===== src/rtl/spi_pkg.sv =====
// Shared types and constants for the SPI nibble receiver.
// Holds the FSM state encoding and the default frame length.
package spi_pkg;

  localparam int FRAME_BITS_DEF = 8;
  localparam int NIBBLE_W = 4;

  typedef enum logic [1:0] {
    IDLE  = 2'd0,
    SHIFT = 2'd1,
    DONE  = 2'd2
  } state_t;

  // True when every bit above the operand nibble is zero.
  function automatic logic upper_clear(
    input logic [FRAME_BITS_DEF-1:0] f
  );
    return f[FRAME_BITS_DEF-1:NIBBLE_W] == '0;
  endfunction

endpackage


===== src/rtl/sync_edge_detect.sv =====
// Multi-flop synchronizer with registered edge strobes.
// Edges compare the last stage with one extra delayed copy.
module sync_edge_detect #(
  parameter int   STAGES  = 2,
  parameter logic RST_VAL = 1'b0
) (
  input  logic clk,
  input  logic rst,
  input  logic d_in,
  output logic level,
  output logic rise,
  output logic fall
);

  logic [STAGES-1:0] sync_q;
  logic              prev_q;

  always_ff @(posedge clk) begin
    if (rst) begin
      sync_q <= {STAGES{RST_VAL}};
      prev_q <= RST_VAL;
      rise   <= 1'b0;
      fall   <= 1'b0;
    end else begin
      sync_q <= {sync_q[STAGES-2:0], d_in};
      prev_q <= sync_q[STAGES-1];
      rise   <= sync_q[STAGES-1] & ~prev_q;
      fall   <= ~sync_q[STAGES-1] & prev_q;
    end
  end

  assign level = sync_q[STAGES-1];

endmodule


===== src/rtl/spi_nibble_rx.sv =====
// SPI mode-0 slave receiving one operand nibble per frame.
// Echoes the previously accepted nibble on miso, MSB first.
module spi_nibble_rx
  import spi_pkg::*;
#(
  parameter int SYNC_STAGES = 2,
  parameter int FRAME_BITS  = FRAME_BITS_DEF
) (
  input  logic       clk,
  input  logic       rst,
  input  logic       sclk_in,
  input  logic       mosi_in,
  input  logic       ss_n_in,
  output logic [3:0] data_out,
  output logic       data_valid_out,
  output logic       frame_err_out,
  output logic       miso_out
);

  localparam int CNT_W = $clog2(FRAME_BITS + 1);
  localparam logic [CNT_W-1:0] LAST = CNT_W'(FRAME_BITS);
  localparam logic [CNT_W-1:0] ONE  = CNT_W'(1);

  logic sclk_lvl;
  logic sclk_rise;
  logic sclk_fall;
  logic ss_lvl;
  logic ss_rise;
  logic ss_fall;
  logic mosi_lvl;

  logic [SYNC_STAGES-1:0] mosi_q;

  state_t state_q;
  state_t state_d;

  logic [CNT_W-1:0]      cnt_q;
  logic [CNT_W-1:0]      cnt_inc;
  logic [FRAME_BITS-1:0] frame_q;
  logic [FRAME_BITS-1:0] miso_q;

  logic start;
  logic shift_en;
  logic valid_d;
  logic err_d;
  logic frame_ok;
  logic unused_edges;

  sync_edge_detect #(
    .STAGES  (SYNC_STAGES),
    .RST_VAL (1'b0)
  ) u_sclk (
    .clk   (clk),
    .rst   (rst),
    .d_in  (sclk_in),
    .level (sclk_lvl),
    .rise  (sclk_rise),
    .fall  (sclk_fall)
  );

  sync_edge_detect #(
    .STAGES  (SYNC_STAGES),
    .RST_VAL (1'b1)
  ) u_ss (
    .clk   (clk),
    .rst   (rst),
    .d_in  (ss_n_in),
    .level (ss_lvl),
    .rise  (ss_rise),
    .fall  (ss_fall)
  );

  // mosi only needs its level, aligned with the sclk chain
  always_ff @(posedge clk) begin
    if (rst) begin
      mosi_q <= '0;
    end else begin
      mosi_q <= {mosi_q[SYNC_STAGES-2:0], mosi_in};
    end
  end

  assign mosi_lvl     = mosi_q[SYNC_STAGES-1];
  assign unused_edges = ^{ss_rise, sclk_lvl};

  assign cnt_inc  = cnt_q + ONE;
  assign frame_ok = frame_q[FRAME_BITS-1:NIBBLE_W] == '0;

  always_ff @(posedge clk) begin
    if (rst) begin
      state_q <= IDLE;
    end else begin
      state_q <= state_d;
    end
  end

  always_comb begin
    state_d  = state_q;
    start    = 1'b0;
    shift_en = 1'b0;
    valid_d  = 1'b0;
    err_d    = 1'b0;
    unique case (state_q)
      IDLE: begin
        if (!ss_lvl && ss_fall) begin
          start   = 1'b1;
          state_d = SHIFT;
        end
      end
      SHIFT: begin
        if (ss_lvl) begin
          state_d = IDLE;
          err_d   = cnt_q != '0;
        end else if (sclk_rise && cnt_q != LAST) begin
          shift_en = 1'b1;
          if (cnt_inc == LAST) begin
            state_d = DONE;
          end
        end
      end
      DONE: begin
        state_d = IDLE;
        valid_d = frame_ok;
        err_d   = ~frame_ok;
      end
      default: state_d = IDLE;
    endcase
  end

  always_ff @(posedge clk) begin
    if (rst) begin
      cnt_q          <= '0;
      frame_q        <= '0;
      data_out       <= 4'h0;
      data_valid_out <= 1'b0;
      frame_err_out  <= 1'b0;
    end else begin
      data_valid_out <= valid_d;
      frame_err_out  <= err_d;
      if (start) begin
        cnt_q   <= '0;
        frame_q <= '0;
      end else if (shift_en) begin
        cnt_q   <= cnt_inc;
        frame_q <= {frame_q[FRAME_BITS-2:0], mosi_lvl};
      end
      if (valid_d) begin
        data_out <= frame_q[3:0];
      end
    end
  end

  // Echo register: loaded at select, advanced on each sclk fall
  always_ff @(posedge clk) begin
    if (rst) begin
      miso_q <= '0;
    end else if (ss_fall) begin
      miso_q <= {{(FRAME_BITS-NIBBLE_W){1'b0}}, data_out};
    end else if (sclk_fall) begin
      miso_q <= {miso_q[FRAME_BITS-2:0], 1'b0};
    end
  end

  assign miso_out = ~ss_lvl & miso_q[FRAME_BITS-1];

endmodule

===== config.mk =====
export PLATFORM = sky130hd
export DESIGN_NAME = spi_nibble_rx
export DESIGN_NICKNAME = d
export VERILOG_FILES = /design/src/rtl/spi_pkg.sv /design/src/rtl/sync_edge_detect.sv /design/src/rtl/spi_nibble_rx.sv
export SDC_FILE = /design/constraint.sdc
export NUM_CORES = 1
export LEC_CHECK = 0
export CAP_MARGIN = 20
export CORE_ASPECT_RATIO = 1.25
export CORE_MARGIN = 1
export CORE_UTILIZATION = 31
export DETAILED_ROUTE_END_ITERATION = 12
export PLACE_DENSITY = 0.5
export SLEW_MARGIN = 10
export SYNTH_ARGS = -nofsm -noshare
export SYNTH_HDL_FRONTEND = slang
export SYNTH_SLANG_ARGS = --single-unit

===== constraint.sdc =====
create_clock -name clk -period 2.8 [get_ports clk]
set_input_delay 0.28 -clock clk [delete_from_list [all_inputs] [get_ports clk]]
set_output_delay 0.28 -clock clk [all_outputs]
set_load 0.05 [all_outputs]

# Word level (Yosys, flattened, before mapping)
# Cells that the tools add are included.
# Widths: inputs -> output; s select.
[word_totals] latch_bits=0 mem_bits_ro=0 mem_count=0 ramBits=0 elab_cells=57 input_bits=5 ff_bits=39
[op_classes] n_reduce_logical=10 n_bitwise=8 magnitude_cmp=0 eq_ne=7 mux=15 shifts=0 n_div=0 addsub=1 n_mul=0
[op_table] op="$mux 2" n=4
[op_table] op="$mux 4" n=2
[op_table] op="$mux 1" n=7
[op_table] op="$ne 3x2->1 const B" n=2
[op_table] op="$add 4x1->4 const B" n=1
[op_table] op="$and 1x1->1" n=4
[op_table] op="$eq 4x4->1 const B" n=1
[op_table] op="$logic_not 4->1" n=1
[op_table] op="$ne 4x4->1 const B" n=1
[op_table] op="$not 1->1" n=4
[op_table] op="$pmux 2 s2" n=1
[op_table] op="$reduce_bool 4->1" n=1
[op_table] op="$reduce_or 2->1" n=2
[op_table] op="$reduce_and 3->1" n=1
[op_table] op="$eq 2x1->1 const B" n=1
[op_table] op="$eq 2x2->1 const B" n=1
[op_table] op="$logic_and 1x1->1" n=2
[op_table] op="$logic_not 2->1" n=1
[op_table] op="$ne 2x2->1 const B" n=1
[op_table] op="$pmux 1 s2" n=1
[op_table] op="$reduce_bool 2->1" n=1
[op_table] op="$logic_not 1->1" n=1

# Longest topological paths before layout
[logic_depth] ltp_word=6 depth_mapped=7

# By module
# Synthesis repeated with hierarchy kept, for this count alone.
[unflattened] cells_unflattened=157 hier_area_um2=1577.8
[modules_own_cells] mod="spi_nibble_rx" instances=1 cells_each=137 seq_area_each_um2=600.6 area_each_um2=1310.0
[modules_own_cells] mod="sync_edge_detect" instances=2 cells_each=10 seq_area_each_um2=100.1 area_each_um2=133.9

# Least setup slack after synthesis
# Ideal clock, no wire load.
[synth_timing] path_kind="reg-to-reg" from="reg cnt_q[0]" to="reg cnt_q[1]" setup_ns=0.117 path_buffers=1 t_required_ns=2.683 synth_period_minus_slack_ns=1.574 path_slack_ns=1.226 arrival_time_ns=1.457 stages_incl_launch_ff=7 cell_sequence="dfxtp_1 > inv_1 > ha_1 > a311oi_4 > buf_6 > mux2i_1 > nor2_2"
[synth_via] elab_chain_cells=5 elab_cells_between_ends=6 cone_classes="1 x add/sub; 1 x eq/ne; 3 x mux; 1 x reduce/logical"
[synth_lines] item="from (decl)" line="spi_nibble_rx.sv:37" rtl="logic [CNT_W-1:0] cnt_q;"
[synth_lines] item="from (signal assigned)" line="spi_nibble_rx.sv:143" rtl="cnt_q <= cnt_inc;"
[synth_lines] item="$ne 4x4->1" line="spi_nibble_rx.sv:113" rtl="end else if (sclk_rise && cnt_q != LAST) begin"
[synth_lines] item="$logic_and 1x1->1" line="spi_nibble_rx.sv:113"
[synth_lines] item="$mux 1" line="spi_nibble_rx.sv:113"
[synth_lines] item="$mux 1" line="spi_nibble_rx.sv:110" rtl="if (ss_lvl) begin"
[synth_lines] item="$mux 1" line="spi_nibble_rx.sv:102" rtl="unique case (state_q)"
# Several ways; a longest one is shown, not always the timed one.
# A chain may end at the register's enable or synchronous reset.

# Final worst setup path
[layout_timing] from="reg cnt_q[0]" to="reg cnt_q[2]"
# Same word-level chain as after synthesis.

==> flow_metrics.tcl <==
set metrics [dict create \
    status "finished, final reports clean" \
    slew_headroom 0.484 \
    ctsRootBufferMaster "clkbuf_8" \
    post-dp-hpwl_mm 1.84 \
    via_count 1070 \
    fillerInstances 497 \
    wl_mm 2.60 \
    drt_iter0_markers 29 \
    p_leak_uw 0.000663 \
    drv_cap 0 \
    cp-start-kind "flip-flop" \
    syn_to_final_growth_pct 16.3 \
    num_io_pins 12 \
    dr.max_layer_used "met4" \
    crit_path_end_kind "flip-flop" \
    tns_ns 0 \
    synth_nets 166 \
    fin_area_mm2 0.00180 \
    worstPathArrival_ns 2.16 \
    gr-usage-all-layers 0.110 \
    max_freq_ghz 0.508 \
    start_util 0.325 \
    placedCellCount 223 \
    core_area_mm2 0.00476 \
    final_cells 231 \
    globalRouteOverflowTotal 0 \
    cts_buffer_depth 2 \
    num_antenna_cells 0 \
    min_period_ns 1.97 \
    wl_per_cell_um 11.3 \
    clk_pin_slew_ns 0.07 \
    p_per_area_mw_per_mm2 530 \
    cts_hold_buf 0 \
    htreeDepth 2 \
    synth_edf_count 0 \
    rows 28 \
    gp_congestion 0.717 \
    seq_area_frac_synth 0.504 \
    hold_viol_final 0 \
    antenna_found_initial 0 \
    tightest_slew_ns 0.774 \
    port_buffers 11 \
    nets 180 \
    cts_resized 0 \
    ir_drop_uv 352 \
    crit_required_ns 2.99 \
    post-cts-setup-buffers 0 \
    async_flop_share 0 \
    clk_latency_ns 0.29 \
    drt_pass1_iterations 4 \
    vias_per_cell 4.63 \
    die_w_um 65.2 \
    grt_pass1_vias 980 \
    skew_ns 0.00336 \
    rsz0062_at_grt "false" \
    cts_tree "done" \
    power_uw 955 \
    seq_area_um2 781 \
    rr_worst_depth 5 \
    drc 0 \
    grt_pass1_wl_mm 4.40 \
    final_common_cell "dfxtp_1" \
    met2_length_mm 1.21 \
    cp_max_fo 12 \
    die_h_um 81.0 \
    syn_inst 156 \
    min_path_type "flip-flop to flip-flop" \
    detail-route-antenna-nets 0 \
    numCtsBuffers 5 \
    avgSynthCellArea_um2 9.93 \
    clkSinkCount 39 \
    wl_met1_mm 1.25 \
    synth_area_mm2 0.00155 \
    synth.distinct_cells 39 \
    holdPathStages 1 \
    post-route-period-util 0.703 \
    crit_type "flip-flop to flip-flop" \
    drive_above_1_share 0.129 \
    setup_viol 0 \
    drv_slew 0 \
    synth_seq_cells 39 \
    mostFrequentLayoutCells "dfxtp_1, nor2_1, mux2i_1" \
    yosys_warnings 0 \
    placed_area_mm2 0.00172 \
    wl_met3_um 105 \
    synth_ff_type "dfxtp_1" \
    multi_input_area_um2 694 \
    grt_start_max_net_pins 23 \
    dieArea_mm2 0.00529 \
]
-- worst max-delay path, stage by stage, from the launching register on --
cell and delay (ns):
dfxtp_1 0.42, inv_1 0.07, ha_1 0.24, a311oi_4 0.73, a211oi_1 0.17, a31o_2 0.24
-- routing by layer --
metal,GRT usage,vias to the layer above
met5,0,-
met4,0.0457,0
met3,0.0421,6
met2,0.178,19
met1,0.130,493
li1,-,552
-- layout make-up --
cell class                      instances  area share
Timing Repair Buffer                   13      0.0694
Clock buffer                            6      0.0403
Clock inverter                          2     0.00694
Multi-Input combinational cell        100       0.385
Sequential cell                        39       0.433
Tap cell                               60      0.0417
Inverter                               11      0.0229
-- where the power goes --
part	internal (uW)	switching [uW]	total (uW)
Sequential	560	4.24	564
Clock	174	192	366
Combinational	12.0	12.8	24.8
-- kinds of logic (layout without fill, tap and decap cells) --
logic type               after synthesis  count (layout)  synth area share
adder cells (fa/ha/maj)                5               5            0.0404
multiplexers                          16              16             0.103
AND/OR/NAND/NOR                       57              57             0.200
XOR/XNOR                               2               2            0.0113
buffers and inverters                 17              32            0.0477
flip-flops                            39              39             0.504
AO/OA/AOI/OAI                         20              20            0.0937
-- through the flow --
step                      hold WS, ns   util  setup slack, ns
after global placement          0.394  0.360            0.901
after detailed placement        0.392  0.360            0.815
after CTS                       0.407  0.378            0.806
final                           0.402  0.378            0.831
after global routing            0.414  0.378            0.686
after floorplan                 0.352      -             1.23
-- synth_stat cells, types with 2 or more instances --
library cell	count	area, um^2
nand2_1	8	30.0
inv_1	10	37.5
or2_2	2	12.5
nand3_1	5	25.0
dfxtp_1	39	781
ha_1	5	62.6
and3_1	2	12.5
clkbuf_1	2	7.51
nor2_2	3	18.8
a21oi_1	9	45.0
o21ai_0	2	10.0
nor2_1	17	63.8
nor3_1	4	20.0
nor3b_1	2	15.0
buf_2	2	10.0
mux2i_1	16	160
nor2b_1	6	37.5
-- registers in the layout, summed over array words and instances (netlist names), 2 cells and up --
register       flops
miso_q             8
frame_q            8
u_ss.sync_q        2
state_q            2
mosi_q             2
data_out           4
cnt_q              4
u_sclk.sync_q      2
-- final timing paths --
| kind | from | end | slack, ns |
|---|---|---|---|
| min | u_sclk.prev_q | u_sclk.rise | 0.40 |
| max | cnt_q[0] | cnt_q[2] | 0.83 |
| max reg2reg | cnt_q[0] | cnt_q[2] | 0.83 |
| min reg2reg | u_sclk.prev_q | u_sclk.rise | 0.40 |
Note: power is estimated with default switching activity, not from simulation.
